[src/rtl/icache_dataram_sched_pkg.sv]
// rtl/icache_dataram_sched_pkg.sv - shared types and widths for the icache data SRAM scheduler
package icache_dataram_sched_pkg;

  localparam int ICACHE_WAY_NUM             = 2;
  localparam int ICACHE_WAY_WIDTH           = $clog2(ICACHE_WAY_NUM);
  localparam int ICACHE_INDEX_WIDTH         = 6;
  localparam int ICACHE_REQ_TXNID_WIDTH     = 4;
  localparam int ICACHE_UPSTREAM_DATA_WIDTH = 64;

  typedef struct packed {
    logic [ICACHE_WAY_WIDTH-1:0]       way;
    logic [ICACHE_INDEX_WIDTH-1:0]     index;
    logic [ICACHE_REQ_TXNID_WIDTH-1:0] txnid;
  } dataram_rd_req_t;

  typedef struct packed {
    logic [ICACHE_WAY_WIDTH-1:0]           way;
    logic [ICACHE_INDEX_WIDTH-1:0]         index;
    logic [ICACHE_UPSTREAM_DATA_WIDTH-1:0] data;
  } dataram_wr_req_t;

  typedef struct packed {
    logic [ICACHE_UPSTREAM_DATA_WIDTH-1:0] data;
    logic [ICACHE_REQ_TXNID_WIDTH-1:0]     txnid;
  } dataram_rsp_t;

  // A read may issue only if its data is guaranteed a slot in the 2-entry return FIFO.
  function automatic logic credit_ok(input logic [1:0] fifo_cnt, input logic inflight);
    return ({1'b0, fifo_cnt} + {2'b00, inflight}) < 3'd2;
  endfunction

endpackage

[src/rtl/icache_dataram_rsp_fifo.sv]
// rtl/icache_dataram_rsp_fifo.sv - 2-entry synchronous FIFO holding SRAM read responses
module icache_dataram_rsp_fifo #(
  parameter int W = 68
) (
  input  logic         clk,
  input  logic         rst_n,
  input  logic         push,
  input  logic [W-1:0] push_data,
  input  logic         pop,
  output logic [W-1:0] head_data,
  output logic [1:0]   cnt
);

  logic [W-1:0] mem0;
  logic [W-1:0] mem1;
  logic         wr_ptr;
  logic         rd_ptr;
  logic         do_push;
  logic         do_pop;

  assign do_push = push && (cnt != 2'd2);
  assign do_pop  = pop && (cnt != 2'd0);

  always_ff @(posedge clk or negedge rst_n) begin
    if (!rst_n) begin
      mem0   <= '0;
      mem1   <= '0;
      wr_ptr <= 1'b0;
      rd_ptr <= 1'b0;
      cnt    <= 2'd0;
    end else begin
      if (do_push) begin
        if (wr_ptr) mem1 <= push_data;
        else        mem0 <= push_data;
        wr_ptr <= ~wr_ptr;
      end
      if (do_pop) rd_ptr <= ~rd_ptr;
      case ({do_push, do_pop})
        2'b10:   cnt <= cnt + 2'd1;
        2'b01:   cnt <= cnt - 2'd1;
        default: cnt <= cnt;
      endcase
    end
  end

  assign head_data = rd_ptr ? mem1 : mem0;

endmodule

[src/rtl/icache_dataram_sched.sv]
// rtl/icache_dataram_sched.sv - single-port icache data SRAM arbiter with read aging and credited return FIFO
module icache_dataram_sched
  import icache_dataram_sched_pkg::*;
#(
  parameter int WAY_NUM    = ICACHE_WAY_NUM,
  parameter int INDEX_W    = ICACHE_INDEX_WIDTH,
  parameter int TXNID_W    = ICACHE_REQ_TXNID_WIDTH,
  parameter int DATA_W     = ICACHE_UPSTREAM_DATA_WIDTH,
  parameter int STARVE_MAX = 4,
  localparam int WW        = (WAY_NUM > 1) ? $clog2(WAY_NUM) : 1
) (
  input  logic               clk,
  input  logic               rst_n,
  input  logic               rd_vld,
  output logic               rd_rdy,
  input  logic [WW-1:0]      rd_way,
  input  logic [INDEX_W-1:0] rd_index,
  input  logic [TXNID_W-1:0] rd_txnid,
  input  logic               wr_vld,
  output logic               wr_rdy,
  input  logic [WW-1:0]      wr_way,
  input  logic [INDEX_W-1:0] wr_index,
  input  logic [DATA_W-1:0]  wr_data,
  output logic               ram_en,
  output logic               ram_we,
  output logic [WW-1:0]      ram_way,
  output logic [INDEX_W-1:0] ram_index,
  output logic [DATA_W-1:0]  ram_wdata,
  input  logic [DATA_W-1:0]  ram_rdata,
  output logic               txdat_vld,
  input  logic               txdat_rdy,
  output logic [DATA_W-1:0]  txdat_data,
  output logic [TXNID_W-1:0] txdat_txnid
);

  localparam int SW = $clog2(STARVE_MAX + 1);
  localparam logic [SW-1:0] STARVE_LIM = SW'(STARVE_MAX);

  logic [SW-1:0]             starve_cnt;
  logic                      inflight;
  logic [TXNID_W-1:0]        inflight_txnid;
  logic [1:0]                fifo_cnt;
  logic [DATA_W+TXNID_W-1:0] fifo_head;
  logic                      credit;
  logic                      force_rd;
  logic                      rd_fire;
  logic                      wr_fire;

  assign credit   = credit_ok(fifo_cnt, inflight);
  assign force_rd = (starve_cnt == STARVE_LIM);

  // Writes win by default; once a creditable read has been passed over STARVE_MAX times it goes first.
  assign rd_rdy  = credit & (~wr_vld | force_rd);
  assign wr_rdy  = ~(force_rd & rd_vld & credit);
  assign rd_fire = rd_vld & rd_rdy;
  assign wr_fire = wr_vld & wr_rdy;

  assign ram_en    = rd_fire | wr_fire;
  assign ram_we    = wr_fire;
  assign ram_way   = rd_fire ? rd_way   : (wr_fire ? wr_way   : '0);
  assign ram_index = rd_fire ? rd_index : (wr_fire ? wr_index : '0);
  assign ram_wdata = wr_data;

  // Only a read that lost to a write ages; a read waiting on credit does not.
  always_ff @(posedge clk or negedge rst_n) begin
    if (!rst_n) begin
      starve_cnt <= '0;
    end else if (rd_fire) begin
      starve_cnt <= '0;
    end else if (rd_vld && credit && wr_fire && !force_rd) begin
      starve_cnt <= starve_cnt + SW'(1);
    end
  end

  always_ff @(posedge clk or negedge rst_n) begin
    if (!rst_n) begin
      inflight       <= 1'b0;
      inflight_txnid <= '0;
    end else begin
      inflight <= rd_fire;
      if (rd_fire) inflight_txnid <= rd_txnid;
    end
  end

  // The credit check at issue time guarantees this push always finds a free slot.
  icache_dataram_rsp_fifo #(
    .W(DATA_W + TXNID_W)
  ) u_rsp_fifo (
    .clk       (clk),
    .rst_n     (rst_n),
    .push      (inflight),
    .push_data ({ram_rdata, inflight_txnid}),
    .pop       (txdat_vld & txdat_rdy),
    .head_data (fifo_head),
    .cnt       (fifo_cnt)
  );

  assign txdat_vld                 = (fifo_cnt != 2'd0);
  assign {txdat_data, txdat_txnid} = fifo_head;

endmodule

[config.mk]
export PLATFORM = sky130hd
export DESIGN_NAME = icache_dataram_sched
export DESIGN_NICKNAME = d
export VERILOG_FILES = /design/src/rtl/icache_dataram_sched_pkg.sv /design/src/rtl/icache_dataram_rsp_fifo.sv /design/src/rtl/icache_dataram_sched.sv
export SDC_FILE = /design/constraint.sdc
export NUM_CORES = 1
export LEC_CHECK = 0
export BUFFER_PORTS_ARGS = -buffer_cell sky130_fd_sc_hd__buf_2
export CORE_ASPECT_RATIO = 1.4
export CORE_MARGIN = 2
export CORE_UTILIZATION = 44
export CTS_CLUSTER_DIAMETER = 60
export DETAILED_ROUTE_END_ITERATION = 16
export GPL_ROUTABILITY_DRIVEN = 0
export PLACE_DENSITY = 0.77
export RECOVER_POWER = 25
export REMOVE_ABC_BUFFERS = 1
export SLEW_MARGIN = 0
export SYNTH_ARGS = -nofsm -noshare
export SYNTH_HDL_FRONTEND = slang
export SYNTH_SLANG_ARGS = --single-unit
[constraint.sdc]
create_clock -name clk -period 1.7 [get_ports clk]
set_input_delay 0.085 -clock clk [delete_from_list [all_inputs] [get_ports clk]]
set_output_delay 0.085 -clock clk [all_outputs]
set_load 0.01 [all_outputs]
==> Flow_metrics.wiki <==
{| class="wikitable"
! Metric !! Value
|-
| Violated checks || negative hold slack, negative setup slack
|-
| Fmax || roughly 540 MHz
|-
| Initial core utilization || 45.1%
|-
| Power Total || ~21 mW
|-
| Clock latency on the worst-skew pair || 0.42 ns
|-
| Die height || 154 um
|-
| Period utilization || 108%
|-
| Buffers and inverters on the worst path || 2
|-
| Total number of vias || 4791
|-
| Maximum number of pins on one net before global-route repair || a little under 50
|-
| Clock sinks || 148
|-
| Critical path type || flop to output port
|-
| Worst EP required || roughly 1.6 ns
|-
| Count of unresolved DRC violations after routing || 0
|-
| Total wire length || 23.6 mm
|-
| Flops & latches, synth || 148
|-
| Unrepaired setup endpoints after global routing || yes
|-
| Violation count after the first detailed-route iteration || 158
|-
| Total Nets Final || 848
|-
| TritonCTS clock tree || done
|-
| Hpwl dp || 15.3 mm
|-
| Final worst path period need || around 1.8 ns
|-
| Setup slack after placement || 0.0476 ns
|-
| Most frequent cells in the layout || 144 x sky130_fd_sc_hd__dfrtp_1, 122 x sky130_fd_sc_hd__mux2_2, 98 x sky130_fd_sc_hd__buf_2
|-
| Ratio of routed vias to standard cells || 5.30
|-
| Area growth, synth to finish || 43.7%
|-
| Max transition margin || 15.0%
|-
| Share of the yosys chip area belonging to registers || 52.3%
|-
| Largest fanout of any net on the critical path || 5
|-
| Number of hold violations in the final report || 1
|-
| Cell type group with the largest total delay on the critical path || flip-flops
|-
| Final Worst Setup Slack || -0.144 ns
|-
| Placeable Area || 15700 sq um
|-
| H-Tree Depth || 4
|-
| Actual slew at the worst max-slew pin || 1.27 ns
|-
| Number of routed nets with antenna violations || 0
|-
| Share of power burned in combinational logic || 51.7%
|-
| Post-synthesis instance area || 7080 sq um
|-
| Design internal power || 14.7 mW
|-
| Die width || 111 um
|-
| Buffer depth of the longest clock path || 2
|-
| Final max-slew violation count || 0
|-
| Run status || complete, but fails checks
|-
| Vias in the first global route || 5061
|-
| Number of buffers inserted during clock tree synthesis || 17
|-
| Routed len/inst || 26.2 um
|-
| Row cnt || 54
|-
| Die area || 17100 sq um
|-
| I/O pins || 295
|-
| Share of final-layout standard cells stronger than drive strength 1 || 65.2%
|-
| Pre-Repair DR Iteration Count || 6
|-
| Clock group share of total power || 17.9%
|-
| Final setup vio count || 48
|-
| Mapped Avg Cell Area || 14.5 sq um
|-
| Overall overflow remaining after global route || 0
|-
| Pwr per Cell Area || approximately 2100 nW/um^2
|-
| Number of distinct library cells after synthesis || 28
|-
| Max incr delay on CP || about 0.45 ns
|-
| Number of warnings issued by yosys || 0
|-
| Cell Chain, Critical Path || a21o_1 > nor3_4 > buf_6 > a22o_1 > buf_2
|-
| Global-route wire length before repair || 30.6 mm
|-
| Gr usage total || 24.0%
|-
| Cell leakage power || between 4 and 5 nW
|-
| Worst hold margin || -0.00912 ns
|-
| Hold crit path type || input port to flop
|-
| Maximum clock skew at final layout || 0.0107 ns
|-
| Worst IR Drop VDD || 0.00131 V
|-
| Portion of total power attributed to sequential cells || 30.4%
|-
| Sw Share || 31.0%
|-
| Clock-pin slew on the worst setup and hold paths || 0.06 ns
|-
| Power spent charging and discharging nets || 6.60 mW
|-
| Gate count of the mapped netlist || 489
|-
| Max-Cap Viols || 0
|-
| Clock tree root buffer cell || sky130_fd_sc_hd__clkbuf_16
|-
| Leading cell type in the layout, fill and taps excluded || sky130_fd_sc_hd__dfrtp_1
|-
| Number of I/O port buffers || 166
|-
| Antenna violations before repair || 1
|-
| Arr. time, crit path || 1.76 ns
|-
| Slowest cell on crit path || sky130_fd_sc_hd__dfrtp_2
|-
| Crit path capture type || output port
|-
| Nature of the critical path startpoint || flop
|}
==> registers in the layout (all words and copies together), names as in the netlist <==
signal	count
u_rsp_fifo.mem1	68
u_rsp_fifo.mem0	68
inflight_txnid	4
u_rsp_fifo.rd_ptr	1
starve_cnt	3
u_rsp_fifo.cnt	2
u_rsp_fifo.wr_ptr	1
inflight	1
==> final timing paths <==
| kind | startpoint | end | slack [ns] | cells after the start |
|---|---|---|---|---|
| max reg2reg | inflight$_DFF_PN0_ | inflight_txnid[0]$_DFFE_PN0P_ | 0.04 | 6 |
| max | inflight$_DFF_PN0_ | ram_index[0] | -0.14 | 5 |
| min | txdat_rdy | u_rsp_fifo.rd_ptr$_DFFE_PN0P_ | -0.009 | 3 |
| min in group asynchronous | rst_n | u_rsp_fifo.mem1[62]$_DFFE_PN0P_ | 0.50 | 2 |
| max in group asynchronous | rst_n | u_rsp_fifo.mem1[35]$_DFFE_PN0P_ | 0.25 | 3 |
| min reg2reg | u_rsp_fifo.mem0[5]$_DFFE_PN0P_ | u_rsp_fifo.mem0[5]$_DFFE_PN0P_ | 0.50 | 1 |
==> power by group through the flow <==
stage / Combinational [mW] / Sequential [mW] / Clock [mW]
2_1_floorplan: 4.65 / 6.17 / 0
3_3_place_gp: 6.83 / 6.14 / 0
3_5_place_dp: 7.05 / 6.32 / 0
4_1_cts: 7.49 / 6.32 / 3.87
5_1_grt: 11.5 / 6.64 / 4.04
6_report: 11.0 / 6.47 / 3.82
==> what timing repair did <==
action | CTS | global route
pin swaps | 5 | 12
hold buffers | 69 | 0
endpoints found under the hold margin | 200 | 0
endpoints found under the setup margin | 35 | 72
resized for setup | 18 | 148
buffers inserted | 6 | 13
gates cloned | 1 | 10
==> kinds of logic (layout without fill, tap and decap cells) <==
family	Yosys count	after routing	synth area share, %
adders and majority gates	3	3	0.530
xor gates and xnor gates	5	5	0.619
DFF	148	148	52.3
other	0	1	0
AOI/OAI and AO/OA	20	20	2.28
muxes	208	208	34.2
buffers and inverters	96	314	9.35
and+or+nand+nor	9	9	0.725
==> worst register-to-register path, delay by kind of cell (launching register included) <==
kind	cells	cell delay [ns]
AO/OA/AOI/OAI	1	0.24
flip-flops	1	0.45
multiplexers	1	0.29
AND/OR/NAND/NOR	1	0.24
buffers and inverters	3	0.33
==> metal layers <==
layer	vias to the layer above	global-route usage, %	wire length [um]
li1	2072	-	-
met2	265	39.8	12100
met1	2402	19.9	6820
met3	48	21.0	3780
met4	4	8.99	788
met5	-	8.12	193
==> final cells by class <==
| cell class | instances | area, sq um |
|---|---|---|
| antenna | 1 | 2.50 |
| inverter | 8 | 30.0 |
| clock buffer | 22 | 484 |
| sequential | 148 | 3710 |
| clock inverter | 10 | 120 |
| tap | 196 | 245 |
| fill | 1058 | 5510 |
| timing repair buffer | 274 | 2540 |
| multi-input combinational | 245 | 3030 |
==> metrics by stage <==
stage	instances	utilization [%]	instance area, sq um	hold WS [ns]	TNS, ns
3_5_place_dp	776	49.4	7740	0.0535	0
4_1_cts	883	58.5	9180	0.00553	-2.81
3_3_place_gp	776	49.4	7740	0.0485	0
2_1_floorplan	401	-	6440	-0.211	-182.22
6_report	904	64.9	10200	-0.00912	-1.64
5_1_grt	904	64.9	10200	0.00898	-4.97
==> synthesized netlist by cell type, drive strengths merged <==
cell    number  area (sq um)
nand3        2          10.0
nor3b        1          7.51
inv          8          30.0
mux2       208          2420
clkbuf       4          15.0
o211ai       1          12.5
a41oi        2          25.0
nor2         3          11.3
o211a        1          10.0
dfrtp      148          3700
o22ai        2          12.5
or2          1          6.26
xor2         1          8.76
buf         84           617
a21oi        1          5.00
and2         1          6.26
a21boi       1          7.51
nor3         1          10.0
a21o         1          7.51
o21ai        4          20.0
ha           3          37.5
xnor2        4          35.0
a22o         7          61.3
No activity file was read; power rests on OpenSTA's default activity.
